`src/rtl/mandelbrot_scan_ctrl.sv`:
```
// Raster-scan controller for a Mandelbrot iteration core: walks a frame of pixels,
// launches the core per pixel and hands each iteration count to a ready/valid consumer.
module mandelbrot_scan_ctrl #(
    parameter int BITWIDTH = 11,
    parameter int CTRWIDTH = 7,
    parameter int XBITS    = 6,
    parameter int YBITS    = 5
) (
    input  logic                clk,
    input  logic                rst_n,
    input  logic                frame_start,
    input  logic                frame_abort,
    input  logic [BITWIDTH-1:0] cfg_cr0,
    input  logic [BITWIDTH-1:0] cfg_ci0,
    input  logic [BITWIDTH-1:0] cfg_step,
    input  logic [XBITS-1:0]    cfg_last_x,
    input  logic [YBITS-1:0]    cfg_last_y,
    output logic                core_start,
    output logic [BITWIDTH-1:0] core_cr,
    output logic [BITWIDTH-1:0] core_ci,
    input  logic                core_done,
    input  logic [CTRWIDTH-1:0] core_ctr,
    output logic                pix_valid,
    input  logic                pix_ready,
    output logic [CTRWIDTH-1:0] pix_ctr,
    output logic [XBITS-1:0]    pix_x,
    output logic [YBITS-1:0]    pix_y,
    output logic                pix_last,
    output logic                busy
);

    typedef enum logic [1:0] {IDLE, LAUNCH, WAIT, EMIT} state_t;

    state_t              state, state_nxt;
    logic [BITWIDTH-1:0] cr, ci, cr0_q, step_q;
    logic [XBITS-1:0]    x, last_x_q;
    logic [YBITS-1:0]    y, last_y_q;
    logic                at_last, accept, begin_frame, capture;

    assign at_last     = (x == last_x_q) && (y == last_y_q);
    assign begin_frame = (state == IDLE) && frame_start && !frame_abort;
    assign capture     = (state == WAIT) && core_done && !frame_abort;
    assign accept      = (state == EMIT) && pix_ready && !frame_abort;

    // Abort masks the outward strobes in the same cycle so nothing leaks on the way to IDLE.
    assign core_start = (state == LAUNCH) && !frame_abort;
    assign pix_valid  = (state == EMIT) && !frame_abort;
    assign pix_last   = pix_valid && at_last;
    assign busy       = (state != IDLE);
    assign core_cr    = cr;
    assign core_ci    = ci;

    // NOTE: state_nxt is defaulted first so no path through the case infers a latch.
    always_comb begin
        state_nxt = state;
        case (state)
            IDLE:    if (frame_start) state_nxt = LAUNCH;
            LAUNCH:  state_nxt = WAIT;
            WAIT:    if (core_done) state_nxt = EMIT;
            EMIT:    if (pix_ready) state_nxt = at_last ? IDLE : LAUNCH;
            default: state_nxt = IDLE;
        endcase
        if (frame_abort) state_nxt = IDLE;
    end

    // NOTE: sequential state uses non-blocking assignments so every register
    // samples pre-edge values regardless of statement order.
    always_ff @(posedge clk or negedge rst_n) begin
        if (!rst_n) state <= IDLE;
        else        state <= state_nxt;
    end

    // Configuration is snapshotted at frame acceptance; the live cfg_* pins are
    // never consulted again until the next frame.
    always_ff @(posedge clk or negedge rst_n) begin
        if (!rst_n) begin
            cr       <= '0;
            ci       <= '0;
            cr0_q    <= '0;
            step_q   <= '0;
            x        <= '0;
            y        <= '0;
            last_x_q <= '0;
            last_y_q <= '0;
        end else if (begin_frame) begin
            cr       <= cfg_cr0;
            ci       <= cfg_ci0;
            cr0_q    <= cfg_cr0;
            step_q   <= cfg_step;
            x        <= '0;
            y        <= '0;
            last_x_q <= cfg_last_x;
            last_y_q <= cfg_last_y;
        end else if (accept && !at_last) begin
            if (x != last_x_q) begin
                x  <= x + 1'b1;
                cr <= cr + step_q;
            end else begin
                x  <= '0;
                cr <= cr0_q;
                y  <= y + 1'b1;
                ci <= ci + step_q;
            end
        end
    end

    always_ff @(posedge clk or negedge rst_n) begin
        if (!rst_n) begin
            pix_ctr <= '0;
            pix_x   <= '0;
            pix_y   <= '0;
        end else if (capture) begin
            pix_ctr <= core_ctr;
            pix_x   <= x;
            pix_y   <= y;
        end
    end

endmodule
```
`config.mk`:
```
export PLATFORM = sky130hd
export DESIGN_NAME = mandelbrot_scan_ctrl
export DESIGN_NICKNAME = d
export VERILOG_FILES = /design/src/rtl/mandelbrot_scan_ctrl.sv
export SDC_FILE = /design/constraint.sdc
export NUM_CORES = 1
export LEC_CHECK = 0
export ABC_AREA = 1
export CAP_MARGIN = 10
export CORE_MARGIN = 1.5
export CORE_UTILIZATION = 30
export DETAILED_ROUTE_END_ITERATION = 10
export SKIP_CTS_REPAIR_TIMING = 1
export SYNTH_ARGS = -nofsm -noshare
export SYNTH_HDL_FRONTEND = slang
export SYNTH_SLANG_ARGS = --single-unit
```
`constraint.sdc`:
```
create_clock -name clk -period 1.76 [get_ports clk]
set_clock_uncertainty 0.05 [all_clocks]
set_input_delay 0.176 -clock clk [delete_from_list [all_inputs] [get_ports clk]]
set_output_delay 0.176 -clock clk [all_outputs]
set_load 0.02 [all_outputs]
```
* Word level (Yosys, flattened, before mapping)
Cells that the tools add are included.
Cells by class: $add $sub $neg 4, equality and inequality tests 10, muxes and demuxes 18, reductions and logical operators 18
Operators with widths (count):
- 11-bit two-way mux | 6
- 11-bit adder | 2
- 6-bit two-way mux | 3
- 5-bit two-way mux | 3
- 1-bit logical AND | 11
- 3-bit != test (second input constant) | 3
- 2-bit two-way mux | 4
- 2-bit one-hot mux with 4 select lines | 1
- 6-bit by 1-bit adder with 6-bit output (second input constant) | 1
- 6-bit == test | 1
- 6-bit != test | 1
- 5-bit by 1-bit adder with 5-bit output (second input constant) | 1
- 5-bit == test | 1
- 2-bit == test (second input constant) | 2
- 2-bit nonzero test | 2
- 3-bit AND reduction | 1
- 2-bit by 1-bit == test with 1-bit output (second input constant) | 1
- 1-bit zero test | 2
- 2-bit zero test | 1
- 2-bit != test (second input constant) | 1
- 2-bit AND reduction | 1
- 1-bit two-way mux | 1
Storage, ports and cells: bits in registers 86

* Depth between registers and ports, before layout
word-level depth 6, mapped depth 14

* Worst setup path after synthesis
No wires, ideal clock.
path kind reg-to-reg, from register cr[0] (netlist: core_cr[0]), to register cr[8] (netlist: core_cr[8]), setup time 117 ps, data arrival time 1746 ps, required time 1593 ps, path slack -153 ps, cell stages (with the launch flop) 14, buffers on the path 0, period minus slack after synthesis 1913 ps, path through dfrtp_1 -> ha_1 -> inv_1 -> fa_1 -> inv_1 -> nand3_1 -> nand3_1 -> nand2_1 -> nand3_1 -> nand3_1 -> nand2_1 -> nand2_1 -> nand2_1 -> nand2_1
Between the ends: longest elaborated chain between the ends 4
RTL lines:
- from (decl) | RTL line 35 | logic [BITWIDTH-1:0] cr, ci, cr0_q, step_q;
- from (signal assigned) | RTL line 86 | cr <= cfg_cr0;
- from (signal assigned) | RTL line 97 | cr <= cr + step_q;
- from (signal assigned) | RTL line 100 | cr <= cr0_q;
- 11-bit adder | RTL line 97
- 11-bit two-way mux | RTL line 95 | if (x != last_x_q) begin
- 11-bit two-way mux | RTL line 94 | end else if (accept && !at_last) begin
- 11-bit two-way mux | RTL line 85 | end else if (begin_frame) begin
No other way between the ends. The select of a mux whose other input is x is not followed. A chain may end at the register's enable or synchronous reset.

* Worst setup path after layout
from register y[0], to register ci[4] (netlist: core_ci[4])
Between the ends: longest elaborated chain between the ends 6
RTL lines:
- from (decl) | RTL line 37 | logic [YBITS-1:0] y, last_y_q;
- from (signal assigned) | RTL line 101 | y <= y + 1'b1;
- 5-bit == test | RTL line 40 | assign at_last = (x == last_x_q) && (y == last_y_q);
- 1-bit logical AND | RTL line 40
- 1-bit zero test | RTL line 94
- 1-bit logical AND | RTL line 94
- 2-bit nonzero test (no line)
- 2-bit AND reduction (no line)
- to (signal assigned) | RTL line 87 | ci <= cfg_ci0;
- to (signal assigned) | RTL line 102 | ci <= ci + step_q;
- to (decl) | RTL line 35
No other way between the ends.

==> key figures <==
GRT
  – Pin count of the biggest net entering global routing: 37
  – Remaining Overflow, GRT: 0
  – Tot GR Track Use: 0.165
  – Initial antenna violation count: 0
  – Vias in the first global route: 4,890
  – First-pass GRT wire length: 23,900 µm

Pwr
  – PwrDens: 1760 nW/µm²
  – Maximum vdd ir drop: between 0.7 and 0.8 mV
  – Leakage: 4.08 nW
  – Total power: 14.1 mW

Logic synthesis
  – Seq/Total Area, Yosys: 0.399
  – Mean Syn Cell Area: 7.34 µm²
  – Synth Instances: 735
  – Syn. warnings: 0
  – Yosys cell types: 36
  – Cell area after synthesis: 5400 µm²
  – Syn nets: roughly 800
  – #FFs+latches synth: between 80 and 90

Clock network
  – CTS H-tree depth: 3
  – Num Clock Sinks: 86
  – CTS tree: built
  – CTS Root Cell: clkbuf_16
  – Clock slew at reported path FFs: 0.06 ns
  – CTS Buf Count: 9
  – Clk_lat worst skew: 0.35 ns
  – Clock Path Buffers: 2

Critical path
  – Crit path max-delay family: simple AND/OR/NAND/NOR gates
  – CP Data Arrival Time: 2.11 ns
  – Worst reg2reg path depth: 15
  – Crit path to: core_ci[4]
  – Reg2reg start: y[0]
  – WP depth: 15
  – Crit-path max FO: 4
  – Worst path cell trace: inv_2, nand2_1, nand2_1, nor2_2, nand2_2, nor2_4, nand2_4, buf_6, buf_6, nand2_8, buf_12, nand2_8, clkbuf_16, nand3_2, nand2_1
  – CP Buf/Inv Count: 5
  – Slowest-stage cell, CP: dfrtp_1
  – CP Capture Type: register
  – CP Launch Type: register
  – Delay of the slowest cell on the worst path: 0.39 ns
  – CP Data Required Time: 1.95 ns
  – Crit path launch: y[0]
  – Reg-to-reg endpoint: core_ci[4]
  – Flop2flop setup slack: -0.15 ns
  – Most used cell, CP: nand2_1
  – WS Path Type: reg2reg

STA
  – RSZ-0062 raised after global routing: yes
  – Slew HR: 0.638
  – Final hold violation count: 0
  – Fmax: roughly 520 MHz
  – Final setup margin: -0.154 ns
  – Crit path time final: 1.91 ns
  – Endpoints failing setup: 34
  – Total negative slack: -3.77 ns
  – Pins over their slew limit: 0
  – Worst-Margin Slew: 0.543 ns
  – Final worst-path cycle share: 1.09

Placed design
  – Setup WS pre-CTS: -0.188 ns
  – Buffers added on ports: 100
  – Placed cell count: approximately 1,100
  – GP Congestion: 0.855
  – Hpwl dp: between 10,000 and 15,000 µm

Finish
  – Final Core Density: 0.460
  – Layout fillers: 1,714
  – Fin cells: 1,136
  – Area of the multi-input gates: 3120 µm²
  – Area growth, synth to finish: 48.4%
  – Share of cells above drive strength 1: 0.239
  – Sequential cell area: 2160 µm²
  – Number of inserted diodes: 0
  – NumNets Final: about 990

Route
  – Pre-Repair DR Iteration Count: 5
  – Drt via density: 4.53
  – Post-route DRC: 0
  – Routed WL per cell: between 10 and 15 µm
  – Via count: ~5,200
  – DRT iter0 DRCs: 218
  – Detail Route Antenna Nets: 0
  – WL final: 15,400 µm

Outcome
  – Violations in the final reports: setup timing
  – Status: complete, but fails checks

Die
  – Core Area: 17,400 µm²
  – Die area: 18,800 µm²
  – IO Count: 101
  – Placement row count: 48
  – Die height: 137 µm
  – Die X: 137 µm
  – Initial Util: 0.310

Worst hold path
  – Hold WC Path Type: in2async

Flow run
  – Max_cap viols: 0
report_power, final:
| part | internal (mW) | total [mW] | leakage, nW | switching [mW] |
|---|---|---|---|---|
| combinational | 3.86 | 8.70 | 2.84 | 4.84 |
| clock | 1.13 | 1.96 | 0.145 | 0.829 |
| sequential | 2.79 | 3.43 | 1.09 | 0.642 |
| total | 7.78 | 14.1 | 4.08 | 6.31 |
state kept, by name (all words and copies together), names as in the netlist:
signal	count
core_ci	11
core_cr	11
cr0_q	11
last_x_q	6
last_y_q	5
pix_ctr	7
pix_x	6
pix_y	5
state	2
step_q	11
x	6
y	5
layout make-up:
type	instances	share of cell area
clock buffer	10	0.0298
clock inverter	5	0.00750
inverter	89	0.0423
multi-input combinational	539	0.389
sequential	86	0.269
tap	225	0.0352
timing repair buffer	182	0.227
how the worst min path moves through the flow:
stage	from	end	slack [ns]	depth (start not counted)
final	rst_n	pix_ctr[3]	0.30	2
after global routing	cfg_step[8]	step_q[8]	0.32	3
after CTS	rst_n	pix_ctr[3]	-0.23	1
after detailed placement	rst_n	pix_ctr[3]	0.16	1
after global placement	rst_n	pix_ctr[3]	0.15	1
after floorplan	rst_n	core_ci[0]	-0.17	0
Yosys cell counts (all sizes together):
cell	n	area, µm²
a21oi	13	65.1
a31o	1	8.76
buf	16	118
clkbuf	7	26.3
dfrtp	86	2150
fa	2	40.0
ha	27	338
inv	89	334
mux2	8	90.1
nand2	313	1260
nand3	69	363
nand3b	6	45.0
nand4	7	43.8
nor2	27	140
nor3	2	10.0
o21a	1	7.51
o21ai	46	230
o221ai	1	8.76
o22ai	2	12.5
or2	2	12.5
xnor2	4	35.0
xor2	6	52.6
per-layer routing:
metal | GRT usage | vias to the layer above | wire, µm
met4 | 0.0538 | 0 | 234
li1 | - | 2655 | -
met2 | 0.273 | 84 | 7390
met3 | 0.0352 | 17 | 624
met1 | 0.215 | 2395 | 7180
met5 | 0 | - | 0
worst register-to-register path: stages, from the launching register on:
cell and delay (ns):
dfrtp_1 0.39, inv_2 0.05, nand2_1 0.05, nand2_1 0.05, nor2_2 0.17, nand2_2 0.09, nor2_4 0.14, nand2_4 0.07
buf_6 0.11, buf_6 0.12, nand2_8 0.08, buf_12 0.12, nand2_8 0.06, clkbuf_16 0.16, nand3_2 0.05, nand2_1 0.05
stage by stage:
stage,hold slack (ns),instance area (µm²)
detailed placement,0.156,7200
CTS,-0.233,7500
finish,0.300,8010
global placement,0.150,7200
global route,0.323,8010
floorplan,-0.170,5420
logic make-up after synthesis:
logic type | share of synthesized area
AOI/OAI and AO/OA | 0.0617
muxes | 0.0167
DFF | 0.399
buffers and inverters | 0.0885
and+or+nand+nor | 0.348
xor gates and xnor gates | 0.0162
adders and majority gates | 0.0700
placed cells by master, fill, tap and decap left out, drive strengths merged, types with 4 or more instances in the layout:
cell type      instances
nand2                315
clkdlybuf4s50         95
inv                   89
dfrtp                 86
buf                   81
nand3                 69
o21ai                 46
ha                    27
nor2                  27
a21oi                 13
clkbuf                12
mux2                   8
nand4                  7
xor2                   6
nand3b                 6
xnor2                  4
Power figures use the tool's default switching activity.
